**src/rtl/spi_flash_pkg.sv**
```systemverilog
// Shared types and constants for the SPI flash command sequencer.
//   state_e     : sequencer FSM states
//   OP_*        : common flash instruction bytes
//   HDR_W/TOT_W : widths of the header-length and total-length counters
//   calc_hdr    : header length (opcode + optional address + dummy bytes)
package spi_flash_pkg;

  typedef enum logic [2:0] {
    ST_IDLE = 3'd0,
    ST_REQ  = 3'd1,
    ST_HDR  = 3'd2,
    ST_DATA = 3'd3,
    ST_WAIT = 3'd4,
    ST_DONE = 3'd5
  } state_e;

  localparam logic [7:0] OP_READ = 8'h03;
  localparam logic [7:0] OP_PP   = 8'h02;
  localparam logic [7:0] OP_RDSR = 8'h05;
  localparam logic [7:0] OP_WREN = 8'h06;

  // Largest header is 1 + 4 + 15 = 20 bytes.
  localparam int HDR_W = 5;
  // Largest transfer is 20 + 65535 bytes; x8 still fits in 24 bits.
  localparam int TOT_W = 17;

  function automatic logic [HDR_W-1:0] calc_hdr(input logic addr_en,
                                                input logic [3:0] dummy,
                                                input int addr_bytes);
    logic [HDR_W-1:0] a;
    a = addr_en ? HDR_W'(addr_bytes) : {HDR_W{1'b0}};
    return 5'd1 + a + {1'b0, dummy};
  endfunction

endpackage

```
**src/rtl/spi_flash_cmd_seq_rx_filter.sv**
```systemverilog
// Read-side filter for the SPI flash command sequencer.
// Counts every byte returned by spi_master during a command, drops the
// header-phase bytes and anything beyond the expected total, and forwards
// data-phase bytes of read commands with one cycle of latency.
//   clock, rst_n  : block clock, synchronous active-low reset
//   clr           : restart the byte count (command accepted)
//   en            : a command is in flight
//   rd, hdr, total: latched command shape
//   m_rd_vld/data : spi_master read port
//   rx_full       : all expected bytes have been received
//   rx_vld/data   : forwarded read payload
module spi_flash_rx_filter
  import spi_flash_pkg::*;
(
  input  logic             clock,
  input  logic             rst_n,
  input  logic             clr,
  input  logic             en,
  input  logic             rd,
  input  logic [HDR_W-1:0] hdr,
  input  logic [TOT_W-1:0] total,
  input  logic             m_rd_vld,
  input  logic [7:0]       m_rd_data,
  output logic             rx_full,
  output logic             rx_vld,
  output logic [7:0]       rx_data
);

  logic [TOT_W-1:0] cnt_q, cnt_d;
  logic             vld_q, vld_d;
  logic [7:0]       data_q, data_d;

  // Byte counting and header/overflow filtering.
  always_comb begin
    cnt_d  = cnt_q;
    vld_d  = 1'b0;
    data_d = data_q;
    if (clr) begin
      cnt_d = {TOT_W{1'b0}};
    end else if (en && m_rd_vld && (cnt_q != total)) begin
      // Count saturates at total so late bytes are ignored entirely.
      cnt_d = cnt_q + TOT_W'(1);
      if (rd && (cnt_q >= {{(TOT_W-HDR_W){1'b0}}, hdr})) begin
        vld_d  = 1'b1;
        data_d = m_rd_data;
      end else begin
        vld_d = 1'b0;
      end
    end else begin
      cnt_d = cnt_q;
    end
  end

  // Filter state registers.
  always_ff @(posedge clock) begin
    if (!rst_n) begin
      cnt_q  <= {TOT_W{1'b0}};
      vld_q  <= 1'b0;
      data_q <= 8'h00;
    end else begin
      cnt_q  <= cnt_d;
      vld_q  <= vld_d;
      data_q <= data_d;
    end
  end

  assign rx_full = (cnt_q == total);
  assign rx_vld  = vld_q;
  assign rx_data = data_q;

endmodule

```
**src/rtl/spi_flash_cmd_seq.sv**
```systemverilog
// SPI flash command sequencer: turns one flash command (opcode, optional
// address, dummy bytes, data phase) into a spi_master transfer request,
// streams header bytes then write data / read filler into spi_master, and
// reports completion or timeout.
//   client : cmd_* (command), tx_* (write payload), rx_* (read payload),
//            done/err (completion strobe, err=1 on timeout/protocol error)
//   master : m_request/m_req_len/m_busy/m_finish, write port m_wr_*,
//            read port m_rd_*
module spi_flash_cmd_seq
  import spi_flash_pkg::*;
#(
  parameter int         ADDR_BYTES = 3,
  parameter logic [7:0] FILL       = 8'h00,
  parameter int         TIMEOUT    = 4096
) (
  input  logic        clock,
  input  logic        rst_n,
  input  logic        cmd_valid,
  output logic        cmd_ready,
  input  logic [7:0]  cmd_opcode,
  input  logic        cmd_addr_en,
  input  logic [31:0] cmd_addr,
  input  logic [3:0]  cmd_dummy,
  input  logic [15:0] cmd_len,
  input  logic        cmd_rd,
  input  logic [7:0]  tx_data,
  input  logic        tx_valid,
  output logic        tx_ready,
  output logic [7:0]  rx_data,
  output logic        rx_vld,
  output logic        done,
  output logic        err,
  output logic        m_request,
  output logic [23:0] m_req_len,
  input  logic        m_busy,
  input  logic        m_finish,
  output logic        m_wr_en,
  output logic [7:0]  m_wr_data,
  input  logic        m_wr_ready,
  input  logic        m_rd_vld,
  input  logic [7:0]  m_rd_data
);

  localparam int TMO_W = $clog2(TIMEOUT) + 1;

  state_e           state_q, state_d;
  logic [7:0]       opcode_q, opcode_d;
  logic [31:0]      addr_q, addr_d;
  logic             addr_en_q, addr_en_d;
  logic [15:0]      len_q, len_d;
  logic             rd_q, rd_d;
  logic [HDR_W-1:0] hdr_q, hdr_d;
  logic [TOT_W-1:0] total_q, total_d;
  logic [HDR_W-1:0] idx_q, idx_d;
  logic [15:0]      dcnt_q, dcnt_d;
  logic [TMO_W-1:0] tmo_q, tmo_d;
  logic             fin_q, fin_d;
  logic             done_q, done_d;
  logic             err_q, err_d;

  logic             accept_s;
  logic [HDR_W-1:0] hdr_new_s;
  logic [1:0]       abyte_sel_s;
  logic [7:0]       hdr_byte_s;
  logic             request_s, wr_en_s, tx_ready_s;
  logic [7:0]       wr_data_s;
  logic             rx_full_s;
  logic             tmo_hit_s;

  assign accept_s  = cmd_valid && (state_q == ST_IDLE);
  assign hdr_new_s = calc_hdr(cmd_addr_en, cmd_dummy, ADDR_BYTES);
  assign tmo_hit_s = (tmo_q == TMO_W'(TIMEOUT - 1));
  // Header index 1 carries the most significant used address byte.
  assign abyte_sel_s = 2'(3'(ADDR_BYTES) - idx_q[2:0]);

  // Header byte for the current header index: opcode, address, then filler.
  always_comb begin
    if (idx_q == {HDR_W{1'b0}}) begin
      hdr_byte_s = opcode_q;
    end else if (addr_en_q && (idx_q <= HDR_W'(ADDR_BYTES))) begin
      hdr_byte_s = addr_q[{abyte_sel_s, 3'b000} +: 8];
    end else begin
      hdr_byte_s = FILL;
    end
  end

  // Next-state and handshake logic.
  always_comb begin
    state_d    = state_q;
    opcode_d   = opcode_q;
    addr_d     = addr_q;
    addr_en_d  = addr_en_q;
    len_d      = len_q;
    rd_d       = rd_q;
    hdr_d      = hdr_q;
    total_d    = total_q;
    idx_d      = idx_q;
    dcnt_d     = dcnt_q;
    tmo_d      = tmo_q;
    fin_d      = fin_q;
    err_d      = 1'b0;
    request_s  = 1'b0;
    wr_en_s    = 1'b0;
    wr_data_s  = 8'h00;
    tx_ready_s = 1'b0;
    case (state_q)
      ST_IDLE: begin
        if (accept_s) begin
          opcode_d  = cmd_opcode;
          addr_d    = cmd_addr;
          addr_en_d = cmd_addr_en;
          len_d     = cmd_len;
          rd_d      = cmd_rd;
          hdr_d     = hdr_new_s;
          total_d   = {{(TOT_W-HDR_W){1'b0}}, hdr_new_s} + {1'b0, cmd_len};
          idx_d     = {HDR_W{1'b0}};
          dcnt_d    = 16'd0;
          tmo_d     = {TMO_W{1'b0}};
          fin_d     = 1'b0;
          state_d   = ST_REQ;
        end else begin
          state_d = ST_IDLE;
        end
      end
      ST_REQ: begin
        request_s = 1'b1;
        if (m_finish) begin
          err_d   = 1'b1;
          state_d = ST_DONE;
        end else if (m_busy) begin
          state_d = ST_HDR;
        end else if (tmo_hit_s) begin
          err_d   = 1'b1;
          state_d = ST_DONE;
        end else begin
          tmo_d = tmo_q + TMO_W'(1);
        end
      end
      ST_HDR: begin
        wr_data_s = hdr_byte_s;
        wr_en_s   = m_wr_ready;
        if (m_finish) begin
          err_d   = 1'b1;
          state_d = ST_DONE;
        end else if (m_wr_ready) begin
          if (idx_q == (hdr_q - HDR_W'(1))) begin
            tmo_d   = {TMO_W{1'b0}};
            state_d = (len_q == 16'd0) ? ST_WAIT : ST_DATA;
          end else begin
            idx_d = idx_q + HDR_W'(1);
          end
        end else begin
          idx_d = idx_q;
        end
      end
      ST_DATA: begin
        if (rd_q) begin
          wr_data_s = FILL;
          wr_en_s   = m_wr_ready;
        end else begin
          wr_data_s  = tx_data;
          tx_ready_s = m_wr_ready;
          wr_en_s    = tx_valid && m_wr_ready;
        end
        if (m_finish) begin
          err_d   = 1'b1;
          state_d = ST_DONE;
        end else if (wr_en_s) begin
          if (dcnt_q == (len_q - 16'd1)) begin
            tmo_d   = {TMO_W{1'b0}};
            state_d = ST_WAIT;
          end else begin
            dcnt_d = dcnt_q + 16'd1;
          end
        end else begin
          dcnt_d = dcnt_q;
        end
      end
      ST_WAIT: begin
        // finish may arrive before the last read byte; remember it.
        if ((m_finish || fin_q) && rx_full_s) begin
          state_d = ST_DONE;
        end else if (tmo_hit_s) begin
          err_d   = 1'b1;
          state_d = ST_DONE;
        end else begin
          tmo_d = tmo_q + TMO_W'(1);
          fin_d = fin_q || m_finish;
        end
      end
      ST_DONE: begin
        state_d = ST_IDLE;
      end
      default: begin
        state_d = ST_IDLE;
      end
    endcase
    done_d = (state_d == ST_DONE);
  end

  // FSM and command registers.
  always_ff @(posedge clock) begin
    if (!rst_n) begin
      state_q   <= ST_IDLE;
      opcode_q  <= 8'h00;
      addr_q    <= 32'h0;
      addr_en_q <= 1'b0;
      len_q     <= 16'd0;
      rd_q      <= 1'b0;
      hdr_q     <= {HDR_W{1'b0}};
      total_q   <= {TOT_W{1'b0}};
      idx_q     <= {HDR_W{1'b0}};
      dcnt_q    <= 16'd0;
      tmo_q     <= {TMO_W{1'b0}};
      fin_q     <= 1'b0;
      done_q    <= 1'b0;
      err_q     <= 1'b0;
    end else begin
      state_q   <= state_d;
      opcode_q  <= opcode_d;
      addr_q    <= addr_d;
      addr_en_q <= addr_en_d;
      len_q     <= len_d;
      rd_q      <= rd_d;
      hdr_q     <= hdr_d;
      total_q   <= total_d;
      idx_q     <= idx_d;
      dcnt_q    <= dcnt_d;
      tmo_q     <= tmo_d;
      fin_q     <= fin_d;
      done_q    <= done_d;
      err_q     <= err_d;
    end
  end

  spi_flash_rx_filter u_rx (
    .clock     (clock),
    .rst_n     (rst_n),
    .clr       (accept_s),
    .en        (state_q != ST_IDLE),
    .rd        (rd_q),
    .hdr       (hdr_q),
    .total     (total_q),
    .m_rd_vld  (m_rd_vld),
    .m_rd_data (m_rd_data),
    .rx_full   (rx_full_s),
    .rx_vld    (rx_vld),
    .rx_data   (rx_data)
  );

  // Handshakes are gated by rst_n so an abort drops them immediately.
  assign cmd_ready = (state_q == ST_IDLE);
  assign m_request = request_s && rst_n;
  assign m_wr_en   = wr_en_s && rst_n;
  assign tx_ready  = tx_ready_s && rst_n;
  assign m_wr_data = wr_data_s;
  assign m_req_len = (request_s && rst_n) ? {4'b0000, total_q, 3'b000} : 24'd0;
  assign done      = done_q;
  assign err       = err_q;

endmodule

```
**config.mk**
```make
export PLATFORM = sky130hd
export DESIGN_NAME = spi_flash_cmd_seq
export DESIGN_NICKNAME = d
export VERILOG_FILES = /design/src/rtl/spi_flash_pkg.sv /design/src/rtl/spi_flash_cmd_seq_rx_filter.sv /design/src/rtl/spi_flash_cmd_seq.sv
export SDC_FILE = /design/constraint.sdc
export NUM_CORES = 1
export LEC_CHECK = 0
export BUFFER_PORTS_ARGS = -buffer_cell sky130_fd_sc_hd__clkbuf_2
export CORE_AREA = 5 5 130 132
export DETAILED_ROUTE_END_ITERATION = 16
export DIE_AREA = 0 0 135 137
export PLACE_DENSITY = 0.76
export SLEW_MARGIN = 10
export SYNTH_ARGS = -nofsm -noshare
export SYNTH_HDL_FRONTEND = slang
export SYNTH_SLANG_ARGS = --single-unit
export TNS_END_PERCENT = 1
```
**constraint.sdc**
```tcl
create_clock -name clock -period 3.35 [get_ports clock]
set_input_delay 0.1675 -clock clock [delete_from_list [all_inputs] [get_ports clock]]
set_output_delay 0.1675 -clock clock [all_outputs]
set_load 0.005 [all_outputs]
```
==> impl_metrics.ini, run 1 <==
[outcome]
status = completed

[placement]
place_hpwl_mm = 16.0
dp.cells = 1311
portBuffers = 125
globalplace.congestion = 0.906

[logic_synthesis]
synth_edf_count = 0
synth_ff_type = dfxtp_1
syn-cell-area_um2 = 8000
synth_area_per_cell_um2 = 7.91
async_flop_share_pct = 0
yosysUniqueCellTypes = 65
ys_warn_count = 0
ys_seq_elements = 146
synth-seq-area-share_pct = 36.6
netlist_instances = 1011

[timing]
worstMarginPinSlew_ns = 0.990
hold_viol_final = 0
clock-skew-final_ns = 0.00977
slew-limit-headroom_pct = 34.0
max_freq_ghz = 0.313
min_period_ns = 3.20
slew_violations = 0
period_share_pct = 95.4
setup_viol = 0

[job]
max_cap_violations = 0

[grt]
overflow = 0
grt_pass1_wl_mm = 36.7
grt.total_usage_pct = 24.8
grt_max_degree = 94
first_global_vias = 7513
antenna_found_initial = 0

[critical_path]
worstSetupPathType = reg2reg
path_cells = inv_1 > ha_1 > or4b_4 > or3_1 > o31a_1 > o2111ai_1 > a2111oi_4 > buf_4 > nand2_2 > or4b_1 > o21ai_0
crit_buf_inv = 2
crit_arrival_ns = 3.55
crit_family = simple AND/OR/NAND/NOR gates
end_kind = flip-flop
critPathMaxFanout = 13
cp_slowest_cell = or4b_4
cpPeakStageDelay_ns = 0.52
cp_data_required_time_ns = 3.70
cp-start-kind = flip-flop

[drt]
viasPerCell = 5.60
dr.pass1.iters = 5
wl_per_cell_um = 16.3
drc = 0
wl_mm = 22.7
drtIter0Drc = 576
vias = 7801
ant_nets = 0

[cts]
cts_root_buf = clkbuf_16
clk_latency_ns = 0.42
h-tree-depth = 4
cts_buffer_depth = 2
path_clk_slew_ns = 0.06
numCtsBuffers = 17
clkSinkCount = 146
cts_tree = yes

[die]
die_area_um2 = 18500
die_h_um = 137
row_count = 46
dieWidth_um = 135
initial_core_util_pct = 51.3
pin_count = 133
core-area_um2 = 15600

[final_layout]
drive_above_1_share_pct = 16.7
area_delta_synth_final_pct = 24.1
diodes = 0
nets = 1273
layout_common_cells = nand2_1, dfxtp_1, clkbuf_2, a21oi_1, nor2_1
final_cell_count_no_fill = 1394
layout_commonest_cell = nand2_1

[pwr]
p_total_w = 0.00485
ir_drop_mv = 0.430
p_leak_nw = 4.00
cellPowerDensity_nw_per_um2 = 489

[hold_path]
hold_class = in2reg
worst min-delay path: cells and delay by family:
kind | cells | cell delay (ns)
compound gates | 1 | 0.05
buf+inv | 1 | 0.11
simple gates | 1 | 0.06
power by group:
part	switching [W]	internal (W)	leakage [nW]
clock	0.000725	0.00124	0.298
combinational	0.000528	0.000386	2.52
sequential	0.000120	0.00185	1.19
total	0.00137	0.00348	4.00
cell type report:
| cell class | instances | area (um2) |
|---|---|---|
| Clock buffer | 22 | 484 |
| Multi-Input combinational cell | 783 | 4740 |
| Fill cell | 1340 | 5680 |
| Inverter | 25 | 93.8 |
| Timing Repair Buffer | 193 | 1280 |
| Sequential cell | 146 | 2920 |
| Tap cell | 216 | 270 |
| Clock inverter | 9 | 129 |
synthesized netlist by cell type, drive strengths merged, types with 3 or more instances:
cell type,n,area [um2]
a311oi,8,70.1
a31oi,4,25.0
xor2,23,201
a211oi,16,120
and2,21,131
clkbuf,52,195
o21ai,26,130
buf,11,77.6
ha,19,238
nand2,198,748
o21a,3,22.5
o31ai,4,30.0
a31o,11,96.3
nand2b,4,25.0
a2111oi,4,53.8
xnor2,52,455
inv,25,93.8
a21o,7,60.1
nor2,80,300
nor2b,19,119
and3,19,119
nand4,17,106
mux2i,15,150
nand3,16,80.1
nor3,20,100
or2,5,31.3
nor4,7,43.8
dfxtp,146,2920
o211ai,6,45.0
or4b,3,33.8
or3,13,81.3
nand3b,4,30.0
nor3b,3,22.5
a21oi,110,551
mux4,8,180
stage by stage:
stage	instance area (um2)	setup TNS [ns]	hold slack, ns	util, %	setup WS (ns)
after detailed placement	8780	0	0.397	56.3	0.0644
after global routing	9920	-0.00331	0.00890	63.6	-0.00331
after floorplan	8020	0	0.303	-	0.235
after global placement	8780	0	0.393	56.3	0.139
after CTS	9900	0	0.000233	63.5	0.0495
final	9920	0	0.00896	63.6	0.153
flip-flops by register name, summed over array words and instances, names as in the netlist, 3 cells and up:
register / count
u_rx.cnt_q: 17
tmo_q: 13
addr_q: 32
hdr_q: 5
total_q: 17
dcnt_q: 16
opcode_q: 8
state_q: 3
u_rx.rx_data: 8
idx_q: 5
len_q: 16
routing by layer:
metal | share of wire, % | up-vias | global-route usage [%] | wire length [um]
li1 | - | 3811 | - | -
met1 | 41 | 3673 | 30.3 | 9370
met2 | 48 | 286 | 42.5 | 11000
met3 | 8.3 | 31 | 7.02 | 1890
met4 | 2.1 | 0 | 7.61 | 485
met5 | 0 | - | 0 | 0
logic make-up (layout without fill, tap and decap cells):
logic type	Yosys count	count (layout)	synth area share [%]
and+or+nand+nor	440	440	25.9
AOI/OAI and AO/OA	217	217	17.0
DFF	146	146	36.6
buffers and inverters	88	249	4.59
xor gates and xnor gates	75	75	8.22
muxes	23	23	4.13
adders and majority gates	21	21	3.47
other	1	7	0.0469
timing repair:
action | in CTS | in global routing
pin swaps | 0 | 1
resized for setup | 1 | 3
setup buffers | 0 | 1
hold buffers | 51 | 0
endpoints found under the setup margin | 2 | 25
endpoints found under the hold margin | 51 | 0
worst paths after layout:
check              from    endpoint  slack (ns)  cells past startpoint
min          cmd_len[3]    len_q[3]       0.009                      3
max reg2reg    len_q[0]  dcnt_q[15]        0.15                     11
max            len_q[0]  dcnt_q[15]        0.15                     11
min reg2reg  addr_q[16]  addr_q[16]        0.45                      2
Power figures use the tool's default switching activity.
==> inputs of run 2 (changes only) <==
--- a/config.mk
+++ b/config.mk
@@ -6,10 +6,10 @@
 export NUM_CORES = 1
 export LEC_CHECK = 0
 export BUFFER_PORTS_ARGS = -buffer_cell sky130_fd_sc_hd__clkbuf_2
-export CORE_AREA = 5 5 130 132
+export CORE_AREA = 4 4 147 149
 export DETAILED_ROUTE_END_ITERATION = 16
-export DIE_AREA = 0 0 135 137
-export PLACE_DENSITY = 0.76
+export DIE_AREA = 0 0 151 153
+export PLACE_DENSITY = 0.6
 export SLEW_MARGIN = 10
 export SYNTH_ARGS = -nofsm -noshare
 export SYNTH_HDL_FRONTEND = slang
==> run 2 against run 1 <==
Effect of this change: fmax is 0.60% higher; clock-buffer cell count shrank 2; register-to-register slack improved by 0.02 ns; sequential cell count unchanged; sequential power barely moved; hold slack improved by 0.0035 ns.
==> impl_metrics.ini, run 2 (same netlist as run 1, synthesis figures left out) <==
[pwr]
p_total_w = 0.00472
cellPowerDensity_nw_per_um2 = 476
p_leak_nw = 3.97
ir_drop_mv = 0.334

[drt]
drtIter0Drc = 313
viasPerCell = 5.21
dr.pass1.iters = 5
ant_nets = 0
wl_mm = 23.1
drc = 0
wl_per_cell_um = 15.9
vias = 7537

[final_layout]
finalCoreUtilization_pct = 49.1
largest_register_ffs = 32
top_register = addr_q
nets = 1271
layout_common_cells = nand2_1, dfxtp_1, clkbuf_2, a21oi_1, nor2_1
fin_area_um2 = 9910
area_delta_synth_final_pct = 24.0
layout_commonest_cell = nand2_1
largestRegisters = addr_q (32), total_q (17), u_rx.cnt_q (17)
drive_above_1_share_pct = 16.9
diodes = 0

[timing]
setup_viol = 0
slew-limit-headroom_pct = 49.4
worstMarginPinSlew_ns = 0.754
max_freq_ghz = 0.315
setup_tns_ns = 0
hold_viol_final = 0
period_share_pct = 94.9
timing.final.ws_setup_ns = 0.171
clock-skew-final_ns = 0.00888
rsz0062_at_grt = true
min_period_ns = 3.18
slew_violations = 0

[critical_path]
cpPeakStageDelay_ns = 0.52
cp_data_required_time_ns = 3.66
cp_slowest_cell = or4b_4
crit_buf_inv = 1
crit_arrival_ns = 3.49
end_kind = flip-flop
worstSetupPathType = reg2reg
cp-start-kind = flip-flop
crit_family = compound AO/OA/AOI/OAI gates
path_cells = inv_1 > ha_1 > or4b_4 > or3_1 > o31ai_1 > o21ai_0 > a2111oi_4 > a21o_4 > nand2_4 > o221a_2
critPathMaxFanout = 11

[die]
die_area_um2 = 23100
core-area_um2 = 20200
initial_core_util_pct = 39.6
row_count = 52
die_h_um = 153
pin_count = 133
dieWidth_um = 151

[grt]
grt_pass1_wl_mm = 37.9
first_global_vias = 7345
antenna_found_initial = 0
grt.total_usage_pct = 20.4
grt_max_degree = 98
overflow = 0

[hold_path]
hold_class = in2reg

[cts]
clk_latency_ns = 0.42
path_clk_slew_ns = 0.06
h-tree-depth = 4
cts_tree = yes
clkSinkCount = 146
numCtsBuffers = 17
cts_root_buf = clkbuf_16
cts_buffer_depth = 2

[placement]
preCtsSetupSlack_ns = 0.103
portBuffers = 125
globalplace.congestion = 0.876
place_hpwl_mm = 16.5
place_area_um2 = 8870

[outcome]
status = completed

[job]
max_cap_violations = 0
## run 2: cell count changes in the layout (fill, tap and decap cells not counted), sizes merged
cell,before,now
clkinv,4,6
inv,25,27
buf,17,19
dlygate4sd3,51,47
clkinvlp,2,3
bufinv,3,1
clkbuf,147,145
## run 2: report_power, final
part	switching, W	internal (W)	total (W)
clock	0.000780	0.00106	0.00184
combinational	0.000528	0.000387	0.000915
sequential	0.000114	0.00185	0.00196
## run 2: layout make-up
type | instances | area, um2
clock inverter | 12 | 108
sequential | 146 | 2920
inverter | 25 | 93.8
multi-input combinational | 783 | 4740
tap | 270 | 338
timing repair buffer | 191 | 1250
clock buffer | 20 | 457
fill | 1999 | 10300
## run 2: per-stage QoR
stage,hold WS (ns),instances
2_1_floorplan,0.303,1017
3_5_place_dp,0.397,1368
4_1_cts,0.000120,1447
6_report,0.0124,1447
3_3_place_gp,0.393,1368
5_1_grt,0.00577,1447
## run 2: worst min-delay path, cell delays in order
cell	delay, ns
clkbuf_2	0.11
nand2_1	0.06
a21oi_1	0.05
## run 2: final timing paths
path | start | end | slack, ns | cells after the start
min | cmd_len[2] | len_q[2] | 0.01 | 3
max | len_q[0] | tmo_q[11] | 0.17 | 10
min reg2reg | addr_q[20] | addr_q[20] | 0.45 | 2
max reg2reg | len_q[0] | tmo_q[11] | 0.17 | 10
## run 2: metal layers
metal | vias up | track usage [%] | share of wire (%)
li1 | 3813 | - | -
met1 | 3484 | 26.9 | 45
met2 | 205 | 33.1 | 47
met3 | 35 | 4.18 | 5.2
met4 | 0 | 6.78 | 2.4
met5 | - | 0 | 0
## run 2: what timing repair did
action | 4_1_cts | 5_1_grt
setup buffers | 0 | 0
hold buffers | 47 | 0
endpoints found under the setup margin | 0 | 18
resized for setup | 0 | 2
hold endpoints to repair | 47 | 0
==> inputs of run 3 (changes only) <==
--- a/config.mk
+++ b/config.mk
@@ -9,7 +9,7 @@
 export CORE_AREA = 4 4 147 149
 export DETAILED_ROUTE_END_ITERATION = 16
 export DIE_AREA = 0 0 151 153
-export PLACE_DENSITY = 0.6
+export PLACE_DENSITY = 0.65
 export SLEW_MARGIN = 10
 export SYNTH_ARGS = -nofsm -noshare
 export SYNTH_HDL_FRONTEND = slang
==> run 3 against run 2 <==
Effect of this change: die area did not move; via count up 0.72%; sequential cell count stayed put; sequential share of layout area shrank 0.19 points; critical path depth grew 1; largest power group is now the clock network.
==> impl_metrics.ini, run 3 (same netlist as run 1, synthesis figures left out) <==
[die]
row_count = 52
die_area_um2 = 23100
die_h_um = 153
pin_count = 133
core-area_um2 = 20200
initial_core_util_pct = 39.6
dieWidth_um = 151

[timing]
rsz0062_at_grt = true
setup_tns_ns = 0
period_share_pct = 97.2
hold_viol_final = 0
setup_viol = 0
max_freq_ghz = 0.307
min_period_ns = 3.26
worstMarginPinSlew_ns = 1.01
clock-skew-final_ns = 0.00784
slew_violations = 0
slew-limit-headroom_pct = 32.9
timing.final.ws_setup_ns = 0.0940

[critical_path]
cp_data_required_time_ns = 3.65
end_kind = flip-flop
critPathMaxFanout = 7
worstSetupPathType = reg2reg
cp-start-kind = flip-flop
crit_arrival_ns = 3.56

[final_layout]
largest_register_ffs = 32
top_register = addr_q
layout_commonest_cell = nand2_1
layout_common_cells = nand2_1, dfxtp_1, clkbuf_2, a21oi_1, nor2_1
fin_area_um2 = 9980
finalCoreUtilization_pct = 49.5
diodes = 0
area_delta_synth_final_pct = 24.8
nets = 1270
drive_above_1_share_pct = 16.8
largestRegisters = addr_q (32), total_q (17), u_rx.cnt_q (17)

[grt]
first_global_vias = 7092
grt.total_usage_pct = 19.8
antenna_found_initial = 0
grt_max_degree = 92
overflow = 0
grt_pass1_wl_mm = 36.6

[pwr]
power_frac_comb_pct = 18.5
pwr-share-seq_pct = 39.9
p_sw_w = 0.00140
cellPowerDensity_nw_per_um2 = 492
p_total_w = 0.00491
p_leak_nw = 4.00
switching_share_pct = 28.4
ir_drop_mv = 0.332
p_clk_share_pct = 41.6
power.internal_w = 0.00352

[cts]
path_clk_slew_ns = 0.06
clk_latency_ns = 0.43
numCtsBuffers = 17
cts_buffer_depth = 2
cts_root_buf = clkbuf_16
clkSinkCount = 146
cts_tree = yes
h-tree-depth = 4

[drt]
ant_nets = 0
viasPerCell = 5.25
dr.pass1.iters = 5
wl_per_cell_um = 15.7
drtIter0Drc = 458
wl_mm = 22.7
drc = 0
vias = 7591

[placement]
place_hpwl_mm = 16.2
globalplace.congestion = 0.888
preCtsSetupSlack_ns = 0.0450
place_area_um2 = 8850
portBuffers = 125

[hold_path]
hold_class = in2reg

[job]
max_cap_violations = 0

[outcome]
status = completed
[run 3: worst max-delay path, stage by stage, from the launching register on]
cell       delay (ns)
dfxtp_1          0.35
inv_1            0.07
ha_1             0.20
or4b_4           0.52
or3_1            0.39
o31a_1           0.26
o2111ai_1        0.32
a2111oi_4        0.07
buf_4            0.18
a211oi_1         0.49
a31o_1           0.22
a21oi_1          0.06
[run 3: repair_timing]
item | CTS | global route
hold buffers | 48 | 0
setup buffers | 0 | 1
setup endpoints to repair | 0 | 31
resized for setup | 0 | 3
endpoints found under the hold margin | 48 | 0
[run 3: path summary, 6_finish.rpt]
kind | slack, ns | endpoint | startpoint | cells after the start
worst max-delay path | 0.09 | dcnt_q[10] | len_q[0] | 11
worst min-delay path | 0.01 | len_q[0] | cmd_len[0] | 3
worst max register to register | 0.09 | dcnt_q[10] | len_q[0] | 11
worst min register to register | 0.45 | tmo_q[12] | tmo_q[12] | 2
[run 3: power by group through the flow]
stage	logic, W	registers (W)	clock network, W
2_1_floorplan	0.000631	0.00194	0
3_3_place_gp	0.000850	0.00200	0
3_5_place_dp	0.000860	0.00200	0
4_1_cts	0.000907	0.00196	0.00209
5_1_grt	0.00102	0.00197	0.00217
6_report	0.000909	0.00196	0.00204
[run 3: final cells by class]
cell class,instances,area [um2]
fillers,1976,10200
multi-input cells,783,4740
flip-flops and latches,146,2920
repair buffers,190,1250
clock buffers,20,457
well taps,270,338
clock inverters,12,179
inverters,25,93.8
[run 3: metrics by stage]
step	std cells	hold WS [ns]
2_1_floorplan	1017	0.303
3_3_place_gp	1365	0.393
3_5_place_dp	1365	0.397
4_1_cts	1445	0.00209
5_1_grt	1446	0.0172
6_report	1446	0.0128
[run 3: per-layer routing]
layer  GRT usage, %  share of wire [%]  vias up
met1           26.1                 45     3564
met2           32.9                 49      208
met3           4.26                5.2       22
met4           4.79                1.2        0
met5              0                  0        -
li1               -                  -     3797
